File: src/rtl/refresh_arbiter.sv
// -----------------------------------------------------------------------------
// refresh_arbiter
//
// Shares the display digit-load path (4-bit digit address plus SL latch strobe)
// between two update sources: source 0 is the counter/prescaler overflow and
// source 1 is the RTC overflow. Each request pulse is captured as a pending
// flag. One source at a time is granted a full burst of NDIG digit loads. Each
// digit holds its address for HOLD cycles and then strobes SL for one cycle.
//
// Parameters:
//   NDIG    digits per burst (1..16)
//   HOLD    cycles the address is held stable before each SL strobe (>=1)
//
// Ports:
//   clk      in   system clock, rising edge
//   reset    in   asynchronous active-high reset
//   req[1:0] in   request pulses (bit 0 = ovf, bit 1 = ovf_RTC)
//   gnt[1:0] out  one-hot grant, high for the whole burst of its owner
//   busy     out  high while a burst is in progress
//   addr[3:0]out  binary digit index 0..NDIG-1
//   SL       out  one-cycle latch strobe per digit
//   done     out  one-cycle pulse after the last SL of a burst
//   overrun  out  sticky per source: request while already pending
//
// Configuration macro:
//   REFRESH_ARB_FIXED_PRIO_EN  defined   -> a tie always goes to source 1
//                              undefined -> round-robin tie-break
// -----------------------------------------------------------------------------
module refresh_arbiter #(
  parameter int NDIG = 10,
  parameter int HOLD = 2
) (
  input  logic       clk,
  input  logic       reset,
  input  logic [1:0] req,
  output logic [1:0] gnt,
  output logic       busy,
  output logic [3:0] addr,
  output logic       SL,
  output logic       done,
  output logic [1:0] overrun
);

  localparam int HW = (HOLD > 1) ? $clog2(HOLD) : 1;
  localparam logic [HW-1:0] HOLD_LAST = HW'(HOLD - 1);
  localparam logic [3:0]    ADDR_LAST = 4'(NDIG - 1);

  typedef enum logic [1:0] {
    IDLE   = 2'd0,
    SETUP  = 2'd1,
    STROBE = 2'd2,
    DONE   = 2'd3
  } state_t;

  state_t        state, state_n;
  logic [HW-1:0] hold_cnt, hold_n;
  logic [1:0]    pend, pend_n;
  logic [1:0]    clr;
  logic          ptr, ptr_n;
  logic          win1;
  logic [1:0]    gnt_n;
  logic          busy_n;
  logic [3:0]    addr_n;
  logic          sl_n;
  logic          done_n;
  logic [1:0]    overrun_n;

  // State register plus registered copies of every output.
  always_ff @(posedge clk or posedge reset) begin
    if (reset) begin
      state    <= IDLE;
      hold_cnt <= '0;
      pend     <= 2'b00;
      ptr      <= 1'b0;
      gnt      <= 2'b00;
      busy     <= 1'b0;
      addr     <= 4'd0;
      SL       <= 1'b0;
      done     <= 1'b0;
      overrun  <= 2'b00;
    end else begin
      state    <= state_n;
      hold_cnt <= hold_n;
      pend     <= pend_n;
      ptr      <= ptr_n;
      gnt      <= gnt_n;
      busy     <= busy_n;
      addr     <= addr_n;
      SL       <= sl_n;
      done     <= done_n;
      overrun  <= overrun_n;
    end
  end

  // Next-state and next-output logic. Outputs are computed one cycle ahead so
  // that the registered values line up with the state they describe.
  always_comb begin
    state_n = state;
    hold_n  = hold_cnt;
    ptr_n   = ptr;
    gnt_n   = gnt;
    busy_n  = busy;
    addr_n  = addr;
    sl_n    = 1'b0;
    done_n  = 1'b0;
    clr     = 2'b00;
    win1    = 1'b0;

`ifdef REFRESH_ARB_FIXED_PRIO_EN
    win1 = pend[1];
`else
    // ptr = 1 means source 1 is favoured on a tie.
    win1 = pend[1] & (~pend[0] | ptr);
`endif

    case (state)
      IDLE: begin
        if (|pend) begin
          gnt_n   = win1 ? 2'b10 : 2'b01;
          clr     = gnt_n;
          busy_n  = 1'b1;
          addr_n  = 4'd0;
          hold_n  = '0;
          state_n = SETUP;
        end
      end
      SETUP: begin
        if (hold_cnt == HOLD_LAST) begin
          sl_n    = 1'b1;
          state_n = STROBE;
        end else begin
          hold_n = hold_cnt + HW'(1);
        end
      end
      STROBE: begin
        if (addr == ADDR_LAST) begin
          // Burst ends here; the other source is favoured next time.
          done_n  = 1'b1;
          gnt_n   = 2'b00;
          busy_n  = 1'b0;
          addr_n  = 4'd0;
          ptr_n   = gnt[0];
          state_n = DONE;
        end else begin
          addr_n  = addr + 4'd1;
          hold_n  = '0;
          state_n = SETUP;
        end
      end
      DONE: begin
        state_n = IDLE;
      end
      default: begin
        state_n = IDLE;
      end
    endcase

    // A new request beats a same-edge grant clear. A re-request by the source
    // that owns the current burst only re-arms its pending flag.
    pend_n    = req | (pend & ~clr);
    overrun_n = overrun | (req & pend & ~clr & ~gnt);
  end

endmodule
File: config.mk
export PLATFORM = sky130hd
export DESIGN_NAME = refresh_arbiter
export DESIGN_NICKNAME = d
export VERILOG_FILES = /design/src/rtl/refresh_arbiter.sv
export SDC_FILE = /design/constraint.sdc
export NUM_CORES = 1
export LEC_CHECK = 0
export CAP_MARGIN = 5
export CORE_MARGIN = 2
export CORE_UTILIZATION = 41
export CTS_BUF_LIST = sky130_fd_sc_hd__clkbuf_2
export CTS_CLUSTER_SIZE = 28
export DETAILED_ROUTE_END_ITERATION = 12
export GPL_TIMING_DRIVEN = 0
export PLACE_DENSITY = 0.69
export SLEW_MARGIN = 40
export SYNTH_ARGS = -nofsm -noshare
export SYNTH_HDL_FRONTEND = slang
export SYNTH_SLANG_ARGS = --single-unit
File: constraint.sdc
create_clock -name clk -period 1.4 [get_ports clk]
set_clock_uncertainty 0.1 [all_clocks]
set_input_delay 0.42 -clock clk [delete_from_list [all_inputs] [get_ports clk]]
set_output_delay 0.42 -clock clk [all_outputs]
set_load 0.02 [all_outputs]
==> flow_metrics.py, run 1 <==
metrics = {
    "clocking": {
        "clockBufferDepth": 2,
        "cts_tree": "done",
        "clkSinkCount": 17,
        "clkSlewWorstSetupHoldPaths_ps": 170,
        "hold_buffers": 0,
        "h-tree-depth": 1,
        "clock_latency_ps": 310,
        "cts_made_buffers": 3,
        "cts-root-buf": "clkbuf_2",
    },
    "run": {
        "maxCapViolations": 0,
    },
    "routing": {
        "routed_wl_um": 1610,
        "via_per_inst": 5.14,
        "first_pass_iters": 3,
        "antenna_left": 0,
        "drc": 0,
        "wl_per_cell_um": 13.8,
        "dr_total_vias": 601,
        "drtIter0Drc": 6,
    },
    "worst_setup_path": {
        "worst_ep_required_time_ps": 880,
        "critPathArrivalTime_ps": 910,
        "cp_slowest_stage_delay_ps": 460,
        "cp-end-kind": "primary output",
        "worstPathCellList": "buf_6",
        "path_class": "reg -> out",
        "startpoint_type": "flip-flop",
        "cp_num_buf_inv": 1,
        "crit_fanout": 2,
        "cp_top_family": "flip-flops",
        "cpMaxStageDelayCell": "dfrtp_2",
    },
    "placement": {
        "dpl.hpwl_um": 952,
        "globalplace.congestion": 0.766,
        "io_buffers": 14,
        "pre_cts_slack_ps": -172,
    },
    "yosys": {
        "synth_top_family_by_area": "compound AO/OA/AOI/OAI gates",
        "syn_inst": 66,
        "synth_seq_area_share": 0.570,
        "postSynth.asyncResetShare": 1.00,
        "yosysWarnings": 0,
        "synth.most_common_cell": "dfrtp_1",
        "muxShareOfSynthArea": 0.0151,
        "synth.ff_latch_count": 17,
        "synth-edff-count": 0,
        "synth_cell_types": 25,
        "synth.area.top_cells": "dfrtp_1 (57%), o22ai_1 (4.2%), o21ai_0 (4.0%), inv_1 (3.5%), ha_1 (3.4%)",
        "synthSimpleGateAreaFrac": 0.156,
        "synth-main-ff-cell": "dfrtp_1",
        "synth_top_cell_by_area": "dfrtp_1",
        "netlist.area_leader.share": 0.570,
        "synth-compound-area-share": 0.180,
        "synth_common_cells": "dfrtp_1 (17), inv_1 (7), o21ai_0 (6), o22ai_1 (5), nor2_1 (4)",
        "synth.avg_cell_area_um2": 11.3,
        "synth_xor_area_frac": 0,
        "synth_area_um2": 746,
        "synth_adder_area_share": 0.0336,
        "syn-num-nets": 72,
    },
    "die": {
        "io_pins": 15,
        "die_w_um": 46.6,
        "core_um2": 1730,
        "dieHeight_um": 46.6,
        "dieArea_um2": 2180,
        "floorplan.initialDensity": 0.432,
        "rows": 15,
    },
    "sta": {
        "fmax_mhz": 697,
        "hold_viol": 0,
        "tns_ps": -105,
        "worst_slew_pin_slew_ps": 645,
        "finalMaxSlewViolations": 0,
        "fin_crit_sh": 1.02,
        "relSlewSlack": 0.569,
        "period_needed_ps": 1430,
        "final-setup-viol-count": 5,
        "setup_ws_ps": -34.5,
        "grt_setup_unrepaired": "true",
    },
    "cells_and_area": {
        "antenna_cells": 0,
        "final.fill_count": 154,
        "finish.utilization": 0.612,
        "multiInputGateArea_um2": 334,
        "area_growth_pct": 41.8,
        "nets": 99,
        "regArea_um2": 429,
        "drive_above_1_share": 0.413,
    },
    "global_routing": {
        "grt_start_max_net_pins": 18,
        "first_global_vias": 575,
        "grt_usage": 0.169,
        "overflow": 0,
        "antenna_found_initial": 0,
        "grt_pass1_wl_um": 2530,
    },
    "pwr": {
        "powerDensity_nw_per_um2": 1660,
        "irDropWorstVdd_uv": 877,
        "leakage_uw": 0.000508,
        "power_uw": 1760,
    },
    "min_path": {
        "hold_path.class": "in -> async",
    },
    "run_status": {
        "violations": "setup timing",
        "status": "finished, violations left",
    },
}
## layer usage
| metal | up-vias | GRT usage | routed length [µm] |
|---|---|---|---|
| met2 | 11 | 0.239 | 788 |
| met1 | 295 | 0.230 | 728 |
| met4 | 0 | 0.111 | 30 |
| met5 | - | 0 | 0 |
| li1 | 290 | - | - |
| met3 | 5 | 0.0353 | 65 |
## power breakdown
part / internal, µW / leakage [µW] / switching [µW]
combinational: 383 / 0.000294 / 406
clock: 64.6 / 0.0000164 / 163
sequential: 616 / 0.000198 / 125
total: 1060 / 0.000508 / 694
## final cells by class
type	count	area share
clock inverters	1	0.00473
flip-flops and latches	17	0.406
clock buffers	3	0.0142
plain buffers	1	0.00710
well taps	25	0.0296
inverters	7	0.0249
repair buffers	22	0.198
multi-input cells	41	0.316
## repair_timing
action                     in CTS  in global routing
resized for setup              57                 15
setup endpoints to repair      14                 16
buffers inserted                8                  0
pin swaps                       2                  2
hold endpoints to repair        0                  0
## state kept, by name (all words and copies together) (netlist names)
name and flops:
gnt 2, pend 2, ptr 1, hold_cnt 1
busy 1, done 1, state 2, SL 1
overrun 2, addr 4
## worst paths after layout
check	from	to	slack, ps	depth (start not counted)
worst min register to register	hold_cnt$_DFFE_PP0P_	state[0]$_DFFE_PP0P_	410	1
min in group clk	hold_cnt$_DFFE_PP0P_	state[0]$_DFFE_PP0P_	410	1
max in group asynchronous	reset	addr[1]$_DFFE_PP0P_	400	2
worst max register to register	addr[2]$_DFFE_PP0P_	ptr$_DFFE_PP0P_	-10	4
worst max-delay path	addr[0]$_DFFE_PP0P_	addr[0]	-30	1
worst min-delay path	reset	ptr$_DFFE_PP0P_	360	2
## cells by family (layout without fill, tap and decap cells)
family,count (synthesis),in the layout
AND/OR/NAND/NOR,18,18
flip-flops,17,17
multiplexers,1,1
adder cells (fa/ha/maj),2,2
buffers and inverters,8,34
AO/OA/AOI/OAI,20,20
## cells in the final DEF, fill, tap and decap left out, types with 2 or more instances in the layout
cell type / count
buf_2: 2
buf_6: 11
a41o_1: 2
dfrtp_1: 14
buf_4: 7
clkdlybuf4s50_1: 3
nor2_1: 4
dfrtp_2: 3
clkbuf_2: 3
o21ai_0: 5
a21o_1: 2
nand3_1: 2
inv_1: 6
o22ai_1: 5
nand2_1: 3
## stage by stage
stage / cells / hold WS, ps / instance area (µm²)
floorplan: 66 / 246 / 764
global route: 117 / 428 / 1060
global placement: 105 / 355 / 936
finish: 117 / 360 / 1060
detailed placement: 105 / 354 / 936
CTS: 117 / 379 / 1010
(Power assumes the default switching activity.)
==> run 2, diff against run 1 <==
- PLACE_DENSITY: 0.69 -> 0.66
- clock period: 1.4 -> 1.5 ns (I/O delays scaled with it)
==> flow_metrics.py, run 2 (synthesized netlist as in run 1, its figures left out) <==
metrics = {
    "placement": {
        "io_buffers": 14,
        "globalplace.congestion": 0.751,
        "placed_area_um2": 920,
        "pre_cts_slack_ps": -105,
        "dpl.hpwl_um": 931,
    },
    "sta": {
        "finalMaxSlewViolations": 0,
        "hold_viol": 0,
        "final-setup-viol-count": 0,
        "relSlewSlack": 0.589,
        "whs_ps": 375,
        "fin_crit_sh": 0.967,
        "worst_slew_pin_slew_ps": 616,
        "fmax_mhz": 690,
        "period_needed_ps": 1450,
        "setup_ws_ps": 50.2,
    },
    "worst_setup_path": {
        "crit_fanout": 6,
        "critPathArrivalTime_ps": 1530,
        "r2r_cells": 5,
        "startpoint_type": "flip-flop",
        "path_class": "reg -> reg",
        "cp-end-kind": "flip-flop",
        "worst_ep_required_time_ps": 1580,
    },
    "global_routing": {
        "antenna_found_initial": 0,
        "grt_pass1_wl_um": 2370,
        "grt_start_max_net_pins": 18,
        "grt_usage": 0.159,
        "first_global_vias": 537,
        "overflow": 0,
    },
    "clocking": {
        "hold_buffers": 0,
        "clkSinkCount": 17,
        "clkSlewWorstSetupHoldPaths_ps": 130,
        "h-tree-depth": 1,
        "cts_tree": "done",
        "cts-root-buf": "clkbuf_2",
        "clock_latency_ps": 290,
        "clockBufferDepth": 2,
        "cts_made_buffers": 3,
    },
    "die": {
        "die_w_um": 46.6,
        "rows": 15,
        "floorplan.initialDensity": 0.432,
        "dieHeight_um": 46.6,
        "io_pins": 15,
        "dieArea_um2": 2180,
        "core_um2": 1730,
    },
    "routing": {
        "wl_per_cell_um": 12.3,
        "drtIter0Drc": 11,
        "first_pass_iters": 4,
        "antenna_left": 0,
        "dr_total_vias": 565,
        "drc": 0,
        "routed_wl_um": 1420,
        "via_per_inst": 4.87,
    },
    "cells_and_area": {
        "drive_above_1_share": 0.363,
        "regMostFlops": "addr",
        "stdcell_area_um2": 963,
        "nets": 98,
        "area_growth_pct": 29.2,
        "final_common_cell": "dfrtp_1",
        "largest_register_ffs": 4,
        "antenna_cells": 0,
        "final_cell_mix": "dfrtp_1 (15), buf_2 (11), buf_4 (8)",
    },
    "pwr": {
        "leakage_uw": 0.000482,
        "irDropWorstVdd_uv": 918,
        "powerDensity_nw_per_um2": 1550,
    },
    "run_status": {
        "status": "finished, final reports clean",
    },
    "min_path": {
        "min_delay_path_depth": 1,
        "hold_path.class": "reg -> reg",
    },
    "run": {
        "maxCapViolations": 0,
    },
}
==> run 2: cell type report <==
type	instances	area (µm²)
Multi-Input combinational cell	41	313
Buffer	1	7.51
Inverter	7	26.3
Timing Repair Buffer	21	138
Fill cell	167	763
Clock buffer	4	20.0
Sequential cell	17	428
Tap cell	25	31.3
==> run 2: what timing repair did <==
action,CTS,global route
pin swaps,2,2
setup endpoints to repair,14,6
gates resized for setup,44,6
setup buffers,7,0
==> run 2: worst max-delay path, stage by stage, from the launching register on <==
cell and delay [ps]:
dfrtp_2 450, inv_2 80, ha_4 140, nand3b_4 120
nor2_4 160, mux2_4 300
==> run 2: through the flow <==
step | total power, µW | util | cells | setup TNS (ps)
3_3_place_gp | 1230 | 0.533 | 105 | -438
2_1_floorplan | 1040 | - | 66 | 0
6_report | 1490 | 0.558 | 116 | 0
4_1_cts | 1480 | 0.561 | 116 | 0
5_1_grt | 1610 | 0.558 | 116 | -0.824
3_5_place_dp | 1240 | 0.533 | 105 | -525
==> run 2: power by group <==
part           leakage, µW  switching (µW)  total, µW  internal, µW
Clock            0.0000166             128        199          70.7
Combinational     0.000266             350        622           272
Sequential        0.000200            99.7        673           573
Total             0.000482             578       1490           916
==> run 2: metal layers <==
metal / vias to the layer above / wire length [µm] / GRT usage
met1: 267 / 639 / 0.202
met2: 10 / 706 / 0.261
met3: 0 / 77 / 0.0706
met4: 0 / 0 / 0.0167
li1: 288 / - / -
met5: - / 0 / 0
==> run 2: path summary, 6_finish.rpt <==
path / to / slack (ps) / startpoint
min in group asynchronous: done$_DFF_PP0_ / 410 / reset
setup / recovery: ptr$_DFFE_PP0P_ / 50 / addr[1]$_DFFE_PP0P_
hold reg to reg: overrun[1]$_DFF_PP0_ / 370 / overrun[1]$_DFF_PP0_
setup reg to reg: ptr$_DFFE_PP0P_ / 50 / addr[1]$_DFFE_PP0P_
max in group asynchronous: addr[0]$_DFFE_PP0P_ / 450 / reset
hold / removal: overrun[1]$_DFF_PP0_ / 370 / overrun[1]$_DFF_PP0_
